## src/rtl/ram_writer.sv

```systemverilog
// ram_writer: coalesces 16-bit word writes into 128-bit masked MIG write bursts
module ram_writer (
   input  logic        clk,
   input  logic        reset_n,
   input  logic [26:0] write_address,
   input  logic [15:0] write_data_in,
   input  logic        write_valid,
   output logic        write_ready,
   input  logic        flush,
   output logic        idle,
   output logic [26:0] ram_address,
   output logic [2:0]  ram_cmd,
   output logic        ram_en,
   input  logic        ram_rdy,
   output logic [63:0] ram_wdf_data,
   output logic [7:0]  ram_wdf_mask,
   output logic        ram_wdf_wren,
   output logic        ram_wdf_end,
   input  logic        ram_wdf_rdy
);
   typedef enum logic [1:0] {FILL, DATA0, DATA1, CMD} state_t;
   state_t       state_q, state_d;
   logic [7:0]   word_valid_q, word_valid_d;
   logic [23:0]  burst_addr_q, burst_addr_d;
   logic [127:0] burst_buf_q, burst_buf_d;
   logic [7:0]   valid_acc;
   logic [7:0]   mask_hi, mask_lo;
   logic         blocked;
   logic         accept;
   assign ram_cmd = 3'b000;
   // byte masks per beat: both bytes of a word are masked when the word was never written
   always_comb begin
      mask_hi = '0;
      mask_lo = '0;
      for (int j = 0; j < 4; j++) begin
         mask_hi[2*j +: 2] = {2{~word_valid_q[j+4]}};
         mask_lo[2*j +: 2] = {2{~word_valid_q[j]}};
      end
   end
   // next state, buffer update and MIG-side outputs
   always_comb begin
      state_d      = state_q;
      word_valid_d = word_valid_q;
      burst_addr_d = burst_addr_q;
      burst_buf_d  = burst_buf_q;
      valid_acc    = word_valid_q;
      blocked      = |word_valid_q && (write_address[26:3] != burst_addr_q);
      accept       = 1'b0;
      write_ready  = 1'b0;
      idle         = 1'b0;
      ram_en       = 1'b0;
      ram_address  = '0;
      ram_wdf_wren = 1'b0;
      ram_wdf_end  = 1'b0;
      ram_wdf_data = '0;
      ram_wdf_mask = '0;
      case (state_q)
         FILL: begin
            write_ready = reset_n && !blocked;
            idle        = word_valid_q == 8'h00;
            accept      = write_valid && write_ready;
            if (accept) begin
               burst_buf_d[{write_address[2:0], 4'b0000} +: 16] = write_data_in;
               valid_acc    = word_valid_q | (8'd1 << write_address[2:0]);
               burst_addr_d = write_address[26:3];
            end
            word_valid_d = valid_acc;
            if (valid_acc == 8'hFF || (flush && |valid_acc) || (write_valid && blocked))
               state_d = DATA0;
         end
         DATA0: begin
            ram_wdf_wren = 1'b1;
            ram_wdf_data = burst_buf_q[127:64];
            ram_wdf_mask = mask_hi;
            if (ram_wdf_rdy) state_d = DATA1;
         end
         DATA1: begin
            ram_wdf_wren = 1'b1;
            ram_wdf_end  = 1'b1;
            ram_wdf_data = burst_buf_q[63:0];
            ram_wdf_mask = mask_lo;
            if (ram_wdf_rdy) state_d = CMD;
         end
         CMD: begin
            ram_en      = 1'b1;
            ram_address = {burst_addr_q, 3'b000};
            if (ram_rdy) begin
               word_valid_d = '0;
               state_d      = FILL;
            end
         end
      endcase
   end
   // state registers; reset abandons any burst in flight
   always_ff @(posedge clk or negedge reset_n) begin
      if (!reset_n) begin
         state_q      <= FILL;
         word_valid_q <= '0;
         burst_addr_q <= '0;
         burst_buf_q  <= '0;
      end else begin
         state_q      <= state_d;
         word_valid_q <= word_valid_d;
         burst_addr_q <= burst_addr_d;
         burst_buf_q  <= burst_buf_d;
      end
   end
endmodule

```

## config.mk

```make
export PLATFORM = sky130hd
export DESIGN_NAME = ram_writer
export DESIGN_NICKNAME = d
export VERILOG_FILES = /design/src/rtl/ram_writer.sv
export SDC_FILE = /design/constraint.sdc
export NUM_CORES = 1
export LEC_CHECK = 0
export CAP_MARGIN = 0
export CORE_MARGIN = 1
export CORE_UTILIZATION = 45
export CTS_CLUSTER_SIZE = 40
export DETAILED_ROUTE_END_ITERATION = 12
export GPL_TIMING_DRIVEN = 0
export PLACE_DENSITY = 0.75
export SLEW_MARGIN = 40
export SYNTH_ARGS = -nofsm -noshare
export SYNTH_HDL_FRONTEND = slang
export SYNTH_SLANG_ARGS = --single-unit
```

## constraint.sdc

```tcl
create_clock -name clk -period 3.6 [get_ports clk]
set_clock_uncertainty 0.05 [all_clocks]
set_input_delay 0.72 -clock clk [delete_from_list [all_inputs] [get_ports clk]]
set_output_delay 0.72 -clock clk [all_outputs]
set_load 0.02 [all_outputs]
```

==> results.yml, run 1 <==
cells_and_area:
  utilization: 0.603
  final_nets: 973
  layout_common_cells: "dfrtp_1, clkdlybuf4s50_1, mux2_2, nor2b_1, a22oi_1"
  final_common_cell: "dfrtp_1"
  drive_gt1_frac: 0.210
  insertedDiodeCount: 0
  syn_to_final_growth_pct: 31.1
floorplanning:
  floorplan.initialDensity: 0.460
  die_area_sq_um: 18900
  fp-row-count: 49
  ios: 156
  core-area_sq_um: 18000
  die_w_microns: 138
  die_h_microns: 138
global_route:
  antenna_found_initial: 0
  grt_overflow: 0
  grt_first_pass_wirelength_mm: 34.5
  globalRouteTotalUtil: 0.245
  grt_max_degree: 72
  first_global_vias: 6222
critical_path:
  cp_top_family: "buffers and inverters"
  r2r_slack_ps: 820
  worstSetupPathDepth: 5
  start_kind: "flip-flop"
  reg2reg_depth: 9
  end_kind: "primary output"
  path_cells: "inv_1 -> ha_2 -> clkbuf_1 -> nor2b_1 -> clkdlybuf4s50_1"
  crit_buf_inv: 3
  slowest_delay_ps: 650
  worstSetupPathType: "reg -> out"
  path_max_fanout: 10
  arrival_ps: 2740
  required_ps: 2830
  crit_slowest_cell: "clkdlybuf4s50_1"
sta:
  finalSetupViolations: 0
  max_slew_margin: 0.558
  final_max_slew_viol_count: 0
  tightest_slew_ps: 662
  fin_crit_ps: 3510
  fin_crit_sh: 0.976
  max_freq_mhz: 285
  whs_ps: 94.5
  finalHoldViolCount: 0
synthesis:
  synth_cell_types: 50
  netlist_top_cells_area: "dfrtp_1, mux2_2, a22oi_1, nor2b_1, xnor2_1"
  synth_seq_area_share: 0.491
  synth_warnings: 0
  synthFlopType: "dfrtp_1"
  ys_async_sr_fraction: 1.00
  synth_top_cell_by_area: "dfrtp_1"
  synth_edf_count: 0
  synth_top_area_frac: 0.491
  syn_avg_cell_area_sq_um: 11.2
  ys_ff_latch: 162
  syn_inst: 739
  synth_area_sq_um: 8260
clock_network:
  clkTransAtPathRegs_ps: 70
  clk_latency_ps: 430
  cts_buffers: 17
  cts.path.max_buffers: 2
  cts_tree: "done"
  htreeDepth: 4
  clock-sinks: 162
  root_buffer: "clkbuf_16"
  postCtsSetupBuffers: 0
  hold_buffers: 0
pwr:
  powerDensity_nw_per_um2: 811
  leakagePower_uw: 0.00478
  vdd_drop_max_mv: 0.567
placement:
  io_buffers: 149
  place_hpwl_mm: 15.4
  gp_congestion: 0.879
detailed_routing:
  vias: 6315
  drc_errors: 0
  vias_per_cell: 5.46
  drt.antenna.violating_nets: 0
  avgRoutedWirePerCell_microns: 19.0
  drt_pass1_iterations: 6
  routed_wl_mm: 22.0
  dr.first_iter.drc_count: 512
flow_run:
  cap_violations: 0
outcome:
  status: "completed"
min_path:
  hold_class: "in -> async"
final timing paths:
kind | startpoint | end
min reg2reg | burst_buf_q[94]$_DFFE_PN0P_ | burst_buf_q[94]$_DFFE_PN0P_
max reg2reg | word_valid_q[1]$_DFFE_PN0P_ | burst_buf_q[7]$_DFFE_PN0P_
max in group asynchronous | reset_n | burst_buf_q[118]$_DFFE_PN0P_
min in group clk | burst_buf_q[94]$_DFFE_PN0P_ | burst_buf_q[94]$_DFFE_PN0P_
min | reset_n | burst_buf_q[31]$_DFFE_PN0P_
max | state_q[0]$_DFFE_PN0P_ | ram_wdf_data[34]
cell families after synthesis:
kind of cell / share of synthesized area
fa+ha+maj: 0.0151
xor+xnor: 0.0254
mux: 0.174
other cells: 0.000454
compound gates: 0.105
simple gates: 0.137
buf+inv: 0.0518
flops: 0.491
cell usage after synthesis (all sizes together) (5+ instances only):
master	n
dfrtp	162
mux2	111
nor2b	66
a22oi	64
nand2	48
and2	32
buf	32
o21ai	32
nor2	28
clkbuf	27
inv	24
xnor2	24
mux2i	15
ha	10
a21oi	9
nand4	9
a31oi	7
and3	5
o22ai	5
stage by stage:
stage	setup slack [ps]	cell area (sq um)	cells	TNS (ps)	power (uW)
floorplan	566	8280	744	0	5170
global placement	-5760	10100	1122	-1629390	6640
detailed placement	-394	10100	1124	-18630	6720
CTS	4.68	10800	1156	0	8790
global route	-17.8	10800	1156	-29.8	9260
finish	86.0	10800	1156	0	8790
per-layer routing:
layer	vias up	global-route usage	share of wire
li1	2913	-	-
met5	-	0	0
met4	0	0.102	0.025
met1	3152	0.348	0.46
met2	212	0.369	0.46
met3	38	0.0423	0.052
timing repair:
action	in CTS	in global routing
pin swaps	1	0
resized for setup	17	21
setup endpoints to repair	59	81
cloned	0	0
power by group:
part           switching [uW]  internal, uW  leakage [uW]
Sequential                385          2390       0.00213
Combinational            2090          1900       0.00232
Clock                     811          1210      0.000323
Total                    3290          5510       0.00478
flip-flops by register name (all words and copies together) (netlist names):
signal	count
burst_buf_q	128
burst_addr_q	24
word_valid_q	8
state_q	2
area by class of cell:
type / instances / area, sq um
clock inverter: 14 / 216
tap: 229 / 287
fill: 1499 / 7130
buffer: 59 / 377
sequential: 162 / 4050
timing repair buffer: 151 / 1560
clock buffer: 18 / 439
multi-input combinational: 499 / 3820
inverter: 24 / 90.1
worst reg2reg max path: stages, from the launching register on:
cell,delay (ps)
dfrtp_1,440
or4_4,580
nor3_4,260
a21o_4,170
and2_4,160
buf_6,150
and4_1,230
buf_6,160
buf_12,160
mux2_4,310
Note: power is estimated with default switching activity, not from simulation.
==> run 2, diff against run 1 <==
--- a/config.mk
+++ b/config.mk
@@ -11,7 +11,7 @@
 export CTS_CLUSTER_SIZE = 40
 export DETAILED_ROUTE_END_ITERATION = 12
 export GPL_TIMING_DRIVEN = 0
-export PLACE_DENSITY = 0.75
+export PLACE_DENSITY_LB_ADDON = 0.2
 export SLEW_MARGIN = 40
 export SYNTH_ARGS = -nofsm -noshare
 export SYNTH_HDL_FRONTEND = slang
==> run 2 against run 1 <==
  * Clock power shrank 9%
  * Setup slack gained 7.1 ps
  * First-iteration DRC count shrank 35%
  * Wire length shrank 2.0%
  * Non-clock buffer count grew 1
  * Global-route usage shrank 0.22 points
  * Via count shrank 1.1%
  * Largest cell class unchanged
  * Largest power group unchanged
  * Highest routed layer unchanged
==> results.yml, run 2 (synthesis gave the netlist of run 1 again) <==
outcome:
  status: "completed"
detailed_routing:
  drt_pass1_iterations: 5
  vias_per_cell: 5.40
  avgRoutedWirePerCell_microns: 18.6
  drc_errors: 0
  dr.first_iter.drc_count: 335
  routed_wl_mm: 21.6
  vias: 6243
  drt.antenna.violating_nets: 0
critical_path:
  cp_top_family: "buffers and inverters"
  crit_slowest_cell: "clkdlybuf4s50_1"
  required_ps: 2830
  start_kind: "flip-flop"
  path_max_fanout: 10
  slowest_delay_ps: 640
  path_cells: "inv_1 -> ha_1 -> clkbuf_1 -> a22oi_1 -> nor2b_1 -> clkdlybuf4s50_1"
  crit_buf_inv: 3
  end_kind: "primary output"
  arrival_ps: 2740
  worstSetupPathType: "reg -> out"
pwr:
  powerDensity_nw_per_um2: 798
  leakagePower_uw: 0.00470
  vdd_drop_max_mv: 0.591
  p_total_uw: 8600
floorplanning:
  ios: 156
  fp-row-count: 49
  die_h_microns: 138
  floorplan.initialDensity: 0.460
  die_area_sq_um: 18900
  die_w_microns: 138
  core-area_sq_um: 18000
placement:
  post-place-ws_ps: -463
  gp_congestion: 0.912
  place_hpwl_mm: 15.4
  io_buffers: 149
global_route:
  globalRouteTotalUtil: 0.243
  grt_max_degree: 62
  grt_first_pass_wirelength_mm: 34.0
  first_global_vias: 6122
  antenna_found_initial: 0
  grt_overflow: 0
cells_and_area:
  final_nets: 974
  top_regs: "burst_buf_q: 128 flops, burst_addr_q: 24 flops, word_valid_q: 8 flops"
  top_register: "burst_buf_q"
  utilization: 0.601
  layout_common_cells: "dfrtp_1, clkdlybuf4s50_1, mux2_2, nor2b_1, a22oi_1"
  drive_gt1_frac: 0.211
  largest_reg_flops: 128
  final_common_cell: "dfrtp_1"
  syn_to_final_growth_pct: 30.5
  insertedDiodeCount: 0
sta:
  max_slew_margin: 0.506
  finalHoldViolCount: 0
  setup_tns_ps: 0
  final_max_slew_viol_count: 0
  fin_crit_ps: 3510
  max_freq_mhz: 285
  fin_crit_sh: 0.974
  tightest_slew_ps: 741
  fin_ws_ps: 93.1
  finalSetupViolations: 0
clock_network:
  cts.path.max_buffers: 2
  htreeDepth: 4
  clk_latency_ps: 430
  hold_buffers: 0
  clkTransAtPathRegs_ps: 70
  root_buffer: "clkbuf_16"
  clock-sinks: 162
  cts_buffers: 17
  cts_tree: "done"
min_path:
  hold_class: "in -> async"
flow_run:
  cap_violations: 0
run 2: cell types whose count changed in the layout (fill, tap and decap cells not counted), sizes merged:
| cell | before | now |
|---|---|---|
| clkbuf | 47 | 48 |
| dlymetal6s2s | 2 | 0 |
| buf | 33 | 32 |
| clkinv | 3 | 1 |
| inv | 31 | 32 |
| clkdlybuf4s50 | 145 | 147 |
| clkinvlp | 0 | 4 |
| bufinv | 4 | 2 |
run 2: per-layer routing:
| metal | global-route usage | wire length (microns) |
|---|---|---|
| met5 | 0 | 0 |
| met4 | 0.0702 | 289 |
| met3 | 0.0405 | 865 |
| met2 | 0.382 | 10300 |
| met1 | 0.343 | 10100 |
run 2: per-stage QoR:
stage	area, sq um	hold slack, ps	cells
after floorplan	8280	374	744
after global placement	10100	412	1122
after detailed placement	10100	421	1124
after CTS	10800	167	1157
after global routing	10800	181	1157
final	10800	153	1157
run 2: path summary, 6_finish.rpt:
path	from	to	slack, ps	cells after the start
max in group asynchronous	reset_n	burst_buf_q[44]$_DFFE_PN0P_	2700	2
setup / recovery	state_q[1]$_DFFE_PN0P_	ram_wdf_data[45]	90	6
setup reg to reg	word_valid_q[3]$_DFFE_PN0P_	burst_buf_q[12]$_DFFE_PN0P_	810	9
min in group clk	burst_buf_q[95]$_DFFE_PN0P_	burst_buf_q[95]$_DFFE_PN0P_	430	2
hold reg to reg	burst_buf_q[95]$_DFFE_PN0P_	burst_buf_q[95]$_DFFE_PN0P_	430	2
hold / removal	reset_n	word_valid_q[3]$_DFFE_PN0P_	150	1
run 2: what timing repair did:
item,CTS,global route
gates resized for setup,21,16
buffers inserted,1,0
pin swaps,1,0
setup endpoints to repair,89,56
run 2: layout make-up:
cell class,instances,area (sq um)
inverters,24,90.1
fillers,1550,7180
clock buffers,17,425
multi-input cells,499,3820
clock inverters,15,171
plain buffers,59,384
repair buffers,152,1560
well taps,229,287
flip-flops and latches,162,4050
run 2: where the power goes:
part	total [uW]	internal (uW)	switching (uW)
clock network	1840	1040	798
registers	2770	2390	376
logic	3990	1910	2080
run 2: worst register-to-register path, delay by kind of cell (launching register included):
family / cells / cell delay (ps)
muxes: 1 / 310
DFF: 1 / 460
buffers and inverters: 3 / 470
and+or+nand+nor: 4 / 1220
AOI/OAI and AO/OA: 1 / 160
==> run 3, diff against run 2 <==
--- a/config.mk
+++ b/config.mk
@@ -8,7 +8,7 @@
 export CAP_MARGIN = 0
 export CORE_MARGIN = 1
 export CORE_UTILIZATION = 45
-export CTS_CLUSTER_SIZE = 40
+export CTS_CLUSTER_SIZE = 30
 export DETAILED_ROUTE_END_ITERATION = 12
 export GPL_TIMING_DRIVEN = 0
 export PLACE_DENSITY_LB_ADDON = 0.2
==> results of run 3 <==
Final layout, timing and power as in run 2 (identical DEF).
==> RTL edit 1: new RTL, settings of run 3 <==
Encoding of `state_t`: now one-hot (4 bits for 4 states).
--- a/src/rtl/ram_writer.sv
+++ b/src/rtl/ram_writer.sv
@@ -18,7 +18,7 @@
    output logic        ram_wdf_end,
    input  logic        ram_wdf_rdy
 );
-   typedef enum logic [1:0] {FILL, DATA0, DATA1, CMD} state_t;
+   typedef enum logic [3:0] {FILL = 4'b0001, DATA0 = 4'b0010, DATA1 = 4'b0100, CMD = 4'b1000} state_t;
    state_t       state_q, state_d;
    logic [7:0]   word_valid_q, word_valid_d;
    logic [23:0]  burst_addr_q, burst_addr_d;
Function: same outputs for any inputs over 4 cycles, from zero or initial values and one cycle with reset_n low; so few cycles prove little.
==> RTL edit 1 against run 3 <==
- sequential cell count increased by 2
- largest cell class unchanged
- first-iteration DRC count increased by 10%
- combinational power decreased by 49%
- design area decreased by 0.27%
- highest routed layer unchanged
- count of clock-buffer cells in the layout increased by 4
- setup slack got worse by 0.039 ns
- power decreased by 28%
- register-to-register slack got worse by 0.38 ns
- largest power group is now sequential cells
- wire length decreased by 1.8%
- sequential power decreased by 16%
- synthesized area decreased by 2.6%
==> RTL edit 1: results (changes against run 3) <==
| Metric | Value |
|---|---|
| Placed Cells | `1003 (-11%)` |
| R2r startpoint | `state_q[0]` |
| Worst vdd ir | `0.0007858 V (+33%)` |
| Total GRT Usage | `24.10% (-0.17 points)` |
| Gate Count Post-Synth | `622 (-16%)` |
| Worst Setup EP | `ram_wdf_data[38]` |
| Worst slew pin tran | `0.6511 ns (-0.08959 ns)` |
| Vias/cell | `5.549 (+2.8%)` |
| # fillers | `1363 (-12%)` |
| First-pass GRT wire length | `33240 µm (-2.1%)` |
| Crit path DAT | `2.78 ns (+0.04 ns)` |
| Fraction of layout cells with a size suffix above 1 | `30.62% (+9.5 points)` |
| Outcome | `finished clean` |
| Async SR Flop Fraction | `100.0% (unchanged)` |
| Final worst path period need | `3.546 ns (+0.03933 ns)` |
| Post-CTS Repair Setup Buffers | `9 (+8)` |
| Final HPWL DP | `15300 µm (-0.41%)` |
| DRT iter0 DRCs | `370 (+10%)` |
| Largest net degree at the start of global routing | `74 (+19%)` |
| FF/Latch Area | `4105 µm² (+1.3%)` |
| Reg2Reg Depth | `7 (-2)` |
| Ant. Diodes | `0 (unchanged)` |
| Worst reg2reg setup slack | `0.43 ns (-0.38 ns)` |
| Sequential share of the synthesized area | `51.03% (+2.0 points)` |
| Synth top area cells | `dfrtp_1, mux2_2, a22o_1` |
| Most frequent cells after synthesis | `dfrtp_1, mux2_2, a22o_1, and2_1` |
| DP Area | `9899 µm² (-2.2%)` |
| Distinct cells, synth | `53 (+6.0%)` |
| WL per Instance | `20.21 µm (+8.4%)` |
| DR vias | `5815 (-6.9%)` |
| Routability cong. | `0.8484 (-7.0%)` |
| Vias in the first global route | `6008 (-1.9%)` |
| Leakage | `5.290 nW (+12%)` |
| DP Worst Slack | `-0.9146 ns (-0.4519 ns)` |
| Post-layout nets | `865 (-11%)` |
| CP Launch Point | `state_q[2]` |
| Resize count post-CTS | `31 (+48%)` |
| R2r endpoint | `burst_buf_q[41]` |
RTL edit 1: cell count changes after synthesis, sizes merged, moves of 18 or more:
cell,delta
inv,-20
o21ai,-24
nor2b,-64
xnor2,-24
a22oi,-64
mux2,+41
a22o,+66
nor2,-18
and2,+25
nand2,-37
xor2,+24
RTL edit 1: worst min path at each step:
stage,end,slack [ns],start,depth (start not counted)
floorplan,burst_addr_q[0],0.37,reset_n,0
global placement,burst_buf_q[58],0.44,burst_buf_q[58],1
detailed placement,burst_buf_q[107],0.44,burst_buf_q[107],1
CTS,state_q[2],0.13,reset_n,1
global route,state_q[2],0.14,reset_n,1
finish,state_q[2],0.12,reset_n,1
RTL edit 1: logic make-up (layout without fill, tap and decap cells):
group,after synthesis,count (layout),synth area share (%)
AND/OR/NAND/NOR,124,124,10.19
flip-flops,164,164,51.03
adder cells (fa/ha/maj),6,6,0.9331
AO/OA/AOI/OAI,103,103,10.39
buffers and inverters,48,244,3.064
XOR/XNOR,24,24,2.613
multiplexers,152,152,21.74
other,1,6,0.04661
RTL edit 1: cell type report:
cell class | instances | share of cell area (%)
sequential | 164 | 38.16
buffer | 44 | 2.558
timing repair buffer | 164 | 15.76
clock inverter | 11 | 1.384
clock buffer | 21 | 4.280
multi-input combinational | 415 | 35.11
inverter | 4 | 0.1396
tap | 225 | 2.617
RTL edit 1: metal layers:
layer / up-vias / global-route usage [%] / part of all wire [%]
met3: 25 / 5.088 / 5.3
li1: 2647 / - / -
met4: 0 / 7.928 / 1.7
met2: 190 / 40.22 / 51
met5: - / 0 / 0
met1: 2953 / 31.03 / 42
RTL edit 1: where the power goes:
part | total, mW | switching, mW | internal, mW
combinational | 2.04 | 1.13 | 0.912
sequential | 2.32 | 0.213 | 2.11
clock | 1.87 | 0.742 | 1.13
==> RTL edit 2: new RTL, config.mk and constraints of run 3 <==
Made on the original files. `burst_addr_q` and `burst_buf_q` no longer have a reset.
--- a/src/rtl/ram_writer.sv
+++ b/src/rtl/ram_writer.sv
@@ -96,14 +96,15 @@
       if (!reset_n) begin
          state_q      <= FILL;
          word_valid_q <= '0;
-         burst_addr_q <= '0;
-         burst_buf_q  <= '0;
       end else begin
          state_q      <= state_d;
          word_valid_q <= word_valid_d;
-         burst_addr_q <= burst_addr_d;
-         burst_buf_q  <= burst_buf_d;
       end
+   end
+
+   always_ff @(posedge clk) begin
+      burst_addr_q <= burst_addr_d;
+      burst_buf_q  <= burst_buf_d;
    end
 endmodule
 
Function: differs if reset_n is asserted again (counterexample within 4 cycles, from zero or initial values and one cycle with reset_n low); with reset_n held inactive, the same outputs for 4 cycles.
==> RTL edit 2 against run 3 <==
- global-route usage grew 1.1 points
- design area shrank 2.3%
- wire length grew 1.8%
- worst hold slack gained 0.38 ns
- die area shrank 4.8%
- setup slack gained 0.033 ns
- largest cell class unchanged
- power shrank 7.3%
- sequential cell count is the same
- synthesized area shrank 4.9%
==> RTL edit 2: results (changes against run 3) <==
| Metric | Value |
|---|---|
| Worst reg2reg setup slack | `0.67 ns (-0.14 ns)` |
| Syn Area/Cell | `12.29 µm² (+9.9%)` |
| Hold WS | `0.5296 ns (+0.3761 ns)` |
| WL per Instance | `20.60 µm (+10%)` |
| DP Area | `9786 µm² (-3.3%)` |
| Sw Pwr | `3.004 mW (-7.7%)` |
| NonClk Buf Share | `18.13% (+0.13 points)` |
| #MultiIn Comb | `421 (-16%)` |
| R2r startpoint | `burst_addr_q[5]` |
| Worst Setup EP | `ram_wdf_data[51]` |
| Routability cong. | `0.8422 (-7.7%)` |
| Area leader, netlist | `edfxtp_1` |
| DRT Wirelength | `21960 µm (+1.8%)` |
| Min-Delay Path Class | `flop to flop` |
| Worst slew pin tran | `0.7109 ns (-0.02983 ns)` |
| First-pass GRT wire length | `33750 µm (-0.65%)` |
| Number of clock buffers in the layout | `18 (+1)` |
| Most frequent cells after synthesis | `edfxtp_1, and2_1, nor2b_1, a22oi_1, and3_1` |
| Synth top area cells | `edfxtp_1, and2_1, a22oi_1` |
| Post-synth EDFFs | `152 (+152)` |
| # fillers | `1358 (-12%)` |
| Seq area share | `45.68% (+8.1 points)` |
| Fraction of layout cells with a size suffix above 1 | `12.53% (-8.6 points)` |
| Final HPWL DP | `15700 µm (+2.2%)` |
| Repair and plain buffers | `219 (+3.8%)` |
| Post-layout nets | `892 (-8.4%)` |
| Initial antenna violation count | `1 (+1)` |
| Multi-input combinational area share | `27.56% (-7.8 points)` |
| Crit path DAT | `2.70 ns (-0.04 ns)` |
| Outcome | `finished clean` |
| Leakage | `3.903 nW (-17%)` |
| DR vias | `5931 (-5.0%)` |
| Inverter count | `12 (-50%)` |
| Sequential share of the synthesized area | `61.23% (+12 points)` |
| Worst vdd ir | `0.0004077 V (-31%)` |
| Final clock-cell share | `5.591% (+0.059 points)` |
| FF/Latch Area | `4815 µm² (+19%)` |
| DRT iter0 DRCs | `472 (+41%)` |
| Distinct cells, synth | `44 (-12%)` |
| Max FO, Critical Path | `10 (unchanged)` |
| DP Worst Slack | `-1.237 ns (-0.7742 ns)` |
| Placed Cells | `1028 (-8.5%)` |
| Seq_cells | `162 (unchanged)` |
| Async SR Flop Fraction | `6.173% (-94 points)` |
| R2r endpoint | `burst_buf_q[29]` |
==> RTL edit 2: cell types whose count changed after synthesis, sizes merged, moves of 6 or more <==
| cell | run 3 | this run |
|---|---|---|
| nand2 | 48 | 13 |
| a21oi | 9 | 3 |
| o21ai | 32 | 3 |
| and2 | 32 | 108 |
| edfxtp | 0 | 152 |
| mux2i | 15 | 1 |
| buf | 32 | 14 |
| mux2 | 111 | 1 |
| dfrtp | 162 | 10 |
| inv | 24 | 12 |
| and3 | 5 | 41 |
| clkbuf | 27 | 37 |
==> RTL edit 2: routing by layer <==
metal	GRT usage [%]	wire length [µm]	part of all wire (%)	vias to the layer above
li1	-	-	-	2706
met1	33.25	9158	42	2974
met2	42.29	11020	50	214
met3	4.119	1225	5.6	37
met4	9.738	550	2.5	0
met5	0	0	0	-
==> RTL edit 2: power groups by stage <==
stage                     registers [mW]  clock network (mW)  logic [mW]
after floorplan                     2.24                   0        2.16
after global placement              2.25                   0        3.80
after detailed placement            2.26                   0        3.86
after CTS                           2.22                1.84        3.91
after global routing                2.23                1.92        4.15
final                               2.22                1.83        3.92
==> RTL edit 2: cell families (layout without fill, tap and decap cells) <==
logic type                 after synthesis  in the layout  synth area share, %
AOI/OAI and AO/OA                       90             90                8.577
other                                    1              6              0.04769
muxes                                    2              2               0.3182
xor gates and xnor gates                24             24                2.673
DFF                                    162            162                61.23
and+or+nand+nor                        288            289                22.07
adders and majority gates               10             10                1.591
buffers and inverters                   63            263                3.485
==> RTL edit 2: timing repair <==
| action | CTS | global route |
|---|---|---|
| endpoints found under the setup margin | 145 | 113 |
| buffers inserted | 0 | 6 |
| pin swaps | 1 | 3 |
| hold buffers | 0 | 0 |
| gates cloned | 0 | 1 |
| gates resized for setup | 29 | 29 |
